<file path="config.mk">
export PLATFORM = sky130hd
export DESIGN_NAME = serial_add_ctrl
export DESIGN_NICKNAME = d
export VERILOG_FILES = /design/src/rtl/serial_add_ctrl.sv
export SDC_FILE = /design/constraint.sdc
export NUM_CORES = 1
export LEC_CHECK = 0
export CAP_MARGIN = 20
export CORE_MARGIN = 1
export CORE_UTILIZATION = 47
export CTS_BUF_LIST = sky130_fd_sc_hd__clkbuf_4
export CTS_CLUSTER_SIZE = 16
export DETAILED_ROUTE_END_ITERATION = 8
export GPL_TIMING_DRIVEN = 0
export HOLD_SLACK_MARGIN = 0.06
export PLACE_DENSITY = 0.75
export SYNTH_ARGS = -nofsm -noshare
export SYNTH_HDL_FRONTEND = slang
export SYNTH_SLANG_ARGS = --single-unit
</file>
<file path="constraint.sdc">
create_clock -name clk -period 1.8 [get_ports clk]
set_clock_uncertainty 0.15 [all_clocks]
set_input_delay 0.27 -clock clk [delete_from_list [all_inputs] [get_ports clk]]
set_output_delay 0.27 -clock clk [all_outputs]
set_load 0.005 [all_outputs]
</file>
<file path="src/rtl/serial_add_ctrl.sv">
// Bit-serial add controller driving one external combinational full adder, LSB first.
// Optional signed-overflow flag output enabled by defining SERIAL_ADD_OVF_EN.
module serial_add_ctrl #(
  parameter int WIDTH = 8,
  parameter int CNT_W = 5
) (
  input  logic             clk,
  input  logic             rst_n,
  input  logic             start,
  input  logic [WIDTH-1:0] a,
  input  logic [WIDTH-1:0] b,
  input  logic             cin,
  output logic             busy,
  output logic             done,
  output logic [WIDTH-1:0] sum,
  output logic             cout,
  output logic             fa_a,
  output logic             fa_b,
  output logic             fa_c,
  input  logic             fa_s,
  input  logic             fa_cy,
`ifdef SERIAL_ADD_OVF_EN
  output logic             ovf,
`endif
  output logic [1:0]       dbg_state
);

  // Handshake: start is sampled on a rising edge only in IDLE or DONE; done is a
  // one-cycle pulse and sum/cout stay valid until the next accepted start.
  typedef enum logic [1:0] {
    S_IDLE = 2'd0,
    S_RUN  = 2'd1,
    S_DONE = 2'd2
  } state_t;

  localparam logic [CNT_W-1:0] LAST_CNT = CNT_W'(WIDTH - 1);

  state_t           r_state;
  state_t           w_state_nxt;
  logic             w_accept;
  logic             w_last;
  logic [WIDTH-1:0] r_a_sh;
  logic [WIDTH-1:0] r_b_sh;
  logic [WIDTH-1:0] r_sum_sh;
  logic             r_carry;
  logic [CNT_W-1:0] r_cnt;
  logic [WIDTH-1:0] r_sum;
  logic             r_cout;
  logic             r_busy;
  logic             r_done;
  logic             w_fa_a;
  logic             w_fa_b;
  logic             w_fa_c;

  // State register
  always_ff @(posedge clk or negedge rst_n) begin
    if (!rst_n) r_state <= S_IDLE;
    else        r_state <= w_state_nxt;
  end

  // Next-state logic
  always_comb begin
    w_state_nxt = r_state;
    w_accept    = 1'b0;
    w_last      = 1'b0;
    case (r_state)
      S_IDLE, S_DONE: begin
        if (start) begin
          w_state_nxt = S_RUN;
          w_accept    = 1'b1;
        end else begin
          w_state_nxt = S_IDLE;
        end
      end
      S_RUN: begin
        if (r_cnt == LAST_CNT) begin
          w_state_nxt = S_DONE;
          w_last      = 1'b1;
        end
      end
      default: w_state_nxt = S_IDLE;
    endcase
  end

  // Output logic: the adder only sees operand bits while an add is running
  always_comb begin
    w_fa_a = 1'b0;
    w_fa_b = 1'b0;
    w_fa_c = 1'b0;
    if (r_state == S_RUN) begin
      w_fa_a = r_a_sh[0];
      w_fa_b = r_b_sh[0];
      w_fa_c = r_carry;
    end
  end

  always_ff @(posedge clk or negedge rst_n) begin
    if (!rst_n) begin
      r_a_sh   <= '0;
      r_b_sh   <= '0;
      r_sum_sh <= '0;
      r_carry  <= 1'b0;
      r_cnt    <= '0;
      r_sum    <= '0;
      r_cout   <= 1'b0;
      r_busy   <= 1'b0;
      r_done   <= 1'b0;
    end else begin
      r_busy <= (w_state_nxt == S_RUN);
      r_done <= (w_state_nxt == S_DONE);
      if (w_accept) begin
        r_a_sh  <= a;
        r_b_sh  <= b;
        r_carry <= cin;
        r_cnt   <= '0;
      end else if (r_state == S_RUN) begin
        r_sum_sh <= {fa_s, r_sum_sh[WIDTH-1:1]};
        r_a_sh   <= r_a_sh >> 1;
        r_b_sh   <= r_b_sh >> 1;
        r_carry  <= fa_cy;
        r_cnt    <= r_cnt + CNT_W'(1);
        if (w_last) begin
          // Include the MSB sum bit produced on this same edge
          r_sum  <= {fa_s, r_sum_sh[WIDTH-1:1]};
          r_cout <= fa_cy;
        end
      end
    end
  end

`ifdef SERIAL_ADD_OVF_EN
  logic r_ovf;

  // Carry into the MSB differs from carry out of the MSB on signed overflow
  always_ff @(posedge clk or negedge rst_n) begin
    if (!rst_n)      r_ovf <= 1'b0;
    else if (w_last) r_ovf <= r_carry ^ fa_cy;
  end

  assign ovf = r_ovf;
`endif

  assign busy      = r_busy;
  assign done      = r_done;
  assign sum       = r_sum;
  assign cout      = r_cout;
  assign fa_a      = w_fa_a;
  assign fa_b      = w_fa_b;
  assign fa_c      = w_fa_c;
  assign dbg_state = r_state;

endmodule

</file>
# After elaboration in Yosys (flattened, before gate mapping)
# Index checks and enable logic that the tools add are counted.
# totals
inputBits	22
register_bits	43
wordCells	40
# classes
muxes	18
eq_ne	5
addsub	1
n_reduce_logical	5
bitwise_logic	1
# ops
cell	n
2-to-1 mux 8 bit	4
2-to-1 mux 1 bit	10
2-to-1 mux 5 bit	2
adder 5 x 1 -> 5 bit, second input constant	1
equality test 5 x 3 -> 1 bit, second input constant	1
equality test 2 x 1 -> 1 bit, second input constant	2
equality test 2 bit, second input constant	2
one-hot mux 2 bit (2 select lines)	1
AND reduction 3 bit	1
logical NOT 2 bit	1
2-to-1 mux 2 bit	1
AND reduction 2 bit	1
nonzero test 2 bit	1
OR reduction 2 bit	1
inverter 1 bit	1

# Depth between registers and ports, before layout
# depth
depth_word	5
depth_mapped	5
depth_no_buf	4

# Least setup slack after synthesis
# OpenSTA, ideal clock, no wires.
# synth_timing
path_type	register -> register
start	register r_cnt[0]
end	register r_cout (netlist: cout)
t_arrival_ps	1371
n_path_buf	1
path_stages_with_launch	6
setup_ps	125
required_time_ps	1525
slack_ps	154
path_cell_list	dfrtp_1 > ha_1 > and4bb_2 > nand2_2 > buf_6 > mux2_4
# synth_between
elab_chain_len	4
# synth_lines
item	line	source
start: declaration	46	logic [CNT_W-1:0] r_cnt;
start signal: assignment	121	r_cnt <= r_cnt + CNT_W'(1);
equality test 5 x 3 -> 1 bit	76	if (r_cnt == LAST_CNT) begin
2-to-1 mux 1 bit	76	
2-to-1 mux 1 bit	66	case (r_state)
AND reduction 3 bit (no line)	--	
end signal: assignment	125	r_cout <= fa_cy;
end: declaration	48	logic r_cout;
# No other way between the ends.
# A chain may end at the register's enable or synchronous reset.

# Worst setup path after layout
# layout_timing
start	register r_state[0] (netlist: dbg_state[0])
end	output fa_a
# layout_between
elab_chain_len	2
# layout_lines
item	line	source
start: declaration	38	state_t r_state;
start signal: assignment	58	else r_state <= w_state_nxt;
equality test 2 x 1 -> 1 bit	90	if (r_state == S_RUN) begin
2-to-1 mux 1 bit	90	
end: declaration	17	output logic fa_a,
# No other way between the ends.

==> flow_summary.ini <==
[sta]
hold_viol = 0
fin_crit_sh_pct = 96.02
max_slew.worst_pin.slew_ns = 0.5191
min_period_ns = 1.728
setup_viol = 0
max_freq_ghz = 0.5786
slew_violations = 0
rsz0062_at_grt = false
relSlewSlack_pct = 65.39

[cts]
cts.clk_slew.worst_paths_ns = 0.12
cts_buffer_depth = 2
worstSkewPairLatency_ns = 0.35
clock-sinks = 42
cts_tree = yes
cts.htree.levels = 2
cts_made_buffers = 5
clock-root-buffer = clkbuf_4

[global_route]
overflow = 0
antenna_found_initial = 0
track_usage_pct = 20.67
grt_pass1_wl_um = 6375
grt_pass1_vias = 1329
grt_max_degree = 23

[cells_and_area]
final_common_cell = nand2_1
synthToLayoutAreaGrowth_pct = 30.77
nets = 246
instances_no_fill = 272
antenna_cells = 0
mostFrequentLayoutCells = 56 x nand2_1, 42 x dfrtp_1, 31 x clkdlybuf4s50_1
drive_above_1_share_pct = 17.86

[synthesis]
synth-seq-cells = 42
synth_cell_types = 26
ys_warn_count = 0
synth_cells = 175
synth_flop_cell = dfrtp_1
syn_nets = 198
synth_edf_count = 0
synthesis.area_sq_um = 1793
ys_seq_area_share_pct = 58.62
avgSynthCellArea_sq_um = 10.25
synth-async-reset-ratio_pct = 100.0

[routing]
drc_errors = 0
vias = 1365
vias_per_cell = 5.018
drt-initial-drc-count = 90
ant_nets = 0
avgRoutedWirePerCell_um = 13.26
wirelength_um = 3607
firstDrtPassIters = 4

[flow_run]
drv_cap = 0

[floorplan]
die-area_sq_um = 4066
die_w_um = 63.77
initial_core_util_pct = 48.97
die_h_um = 63.77
io_pins = 38
placementRows = 22
coreArea_sq_um = 3661

[pwr]
leakage_nw = 1.152
peakVddDrop_v = 0.0008158
p_per_area_nw_per_um2 = 1606
finalPower_mw = 3.765

[setup_path]
cp-end-kind = output port
cp.arrival_ns = 1.31
reg2reg_depth = 5
criticalPathCategory = flip-flop to output port
cp-start-kind = flip-flop
crit_fanout = 8
required_ns = 1.38

[placement]
dp_hpwl_um = 2495
dp_cells = 261
gp_congestion = 0.7348
port_buffers = 37

[min_path]
worst_hold_path_type = input pin to asynchronous set/reset pin

[outcome]
status = completed
==> cells in the mapped netlist, types with 2 or more instances <==
cell type | instances | area share, %
nand3_1 | 3 | 0.84
nor2_1 | 14 | 2.9
mux2i_1 | 3 | 1.7
clkbuf_1 | 2 | 0.42
mux2_2 | 2 | 1.3
buf_2 | 8 | 2.2
nand2_1 | 56 | 12
o21ai_0 | 2 | 0.56
mux2_4 | 8 | 6.7
a22oi_1 | 2 | 0.84
a31oi_1 | 12 | 4.2
nor2b_1 | 2 | 0.70
nand4_1 | 2 | 0.70
inv_1 | 2 | 0.42
dfrtp_1 | 42 | 59
and2_1 | 3 | 1.0
a21oi_1 | 2 | 0.56
nand2b_1 | 2 | 0.70
==> worst paths after layout <==
| kind | slack (ns) | startpoint | to |
|---|---|---|---|
| hold reg to reg | 0.33 | r_cnt[4]$_DFFE_PN0P_ | r_cnt[4]$_DFFE_PN0P_ |
| max in group asynchronous | 0.76 | rst_n | r_sum_sh[3]$_DFFE_PN0P_ |
| min in group clk | 0.31 | fa_s | r_sum_sh[7]$_DFFE_PN0P_ |
| setup reg to reg | 0.09 | r_cnt[0]$_DFFE_PN0P_ | sum[0]$_DFFE_PN0P_ |
| hold / removal | 0.25 | rst_n | r_a_sh[4]$_DFFE_PN0P_ |
| setup / recovery | 0.07 | dbg_state[0]$_DFF_PN0_ | fa_a |
==> flip-flops by register name (all words and copies together) (netlist names) <==
| signal | cells |
|---|---|
| r_b_sh | 8 |
| r_cnt | 5 |
| busy | 1 |
| r_carry | 1 |
| cout | 1 |
| sum | 8 |
| done | 1 |
| r_a_sh | 8 |
| dbg_state | 2 |
| r_sum_sh | 7 |
==> worst max-delay path, stage by stage, from the launching register on <==
cell and delay (ns):
dfrtp_1 0.42, nor2b_4 0.13, buf_4 0.15, and2_1 0.13
buf_2 0.12
==> cell type report <==
class | instances | area (sq um)
plain buffers | 11 | 65.06
clock buffers | 6 | 45.04
inverters | 2 | 7.507
well taps | 48 | 60.06
multi-input cells | 119 | 683.2
clock inverters | 2 | 8.758
fillers | 305 | 1316
repair buffers | 42 | 424.2
flip-flops and latches | 42 | 1051
==> repair_timing <==
| action | CTS | global route |
|---|---|---|
| gates cloned | 0 | 0 |
| resized for setup | 19 | 5 |
| hold endpoints to repair | 20 | 0 |
| hold buffers | 1 | 0 |
| setup buffers | 3 | 0 |
| pin swaps | 3 | 0 |
| endpoints found under the setup margin | 3 | 10 |
==> where the power goes <==
| part | switching, mW | internal, mW | total, mW |
|---|---|---|---|
| Sequential | 0.254 | 1.37 | 1.62 |
| Clock | 0.293 | 0.162 | 0.455 |
| Combinational | 0.767 | 0.921 | 1.69 |
| Total | 1.31 | 2.45 | 3.77 |
==> kinds of logic (layout without fill, tap and decap cells) <==
logic type,Yosys count,in the layout,synth area share [%]
AOI/OAI and AO/OA,19,19,6.490
xor gates and xnor gates,1,1,0.4886
adders and majority gates,1,1,0.6977
buffers and inverters,14,63,4.118
DFF,42,42,58.62
muxes,13,13,9.630
and+or+nand+nor,85,85,19.96
==> routing by layer <==
layer | GRT usage (%) | up-vias | share of wire [%]
li1 | - | 672 | -
met1 | 28.74 | 649 | 49
met2 | 31.12 | 37 | 44
met3 | 4.821 | 7 | 5.2
met4 | 8.523 | 0 | 1.9
met5 | 0 | - | 0
==> stage by stage <==
step | hold slack (ns) | worst slack, ns | setup TNS (ns) | util, % | area, sq um
after detailed placement | 0.1188 | -0.1667 | -0.4807 | 61.35 | 2246
after global routing | 0.2979 | 0.006389 | 0 | 64.05 | 2345
final | 0.2527 | 0.07162 | 0 | 64.05 | 2345
after floorplan | -0.1756 | 0.1537 | 0 | - | 1793
after global placement | 0.3111 | -0.7682 | -32.61 | 60.73 | 2223
after CTS | 0.2591 | -0.03615 | -0.08166 | 63.91 | 2340
Power figures use the tool's default switching activity.
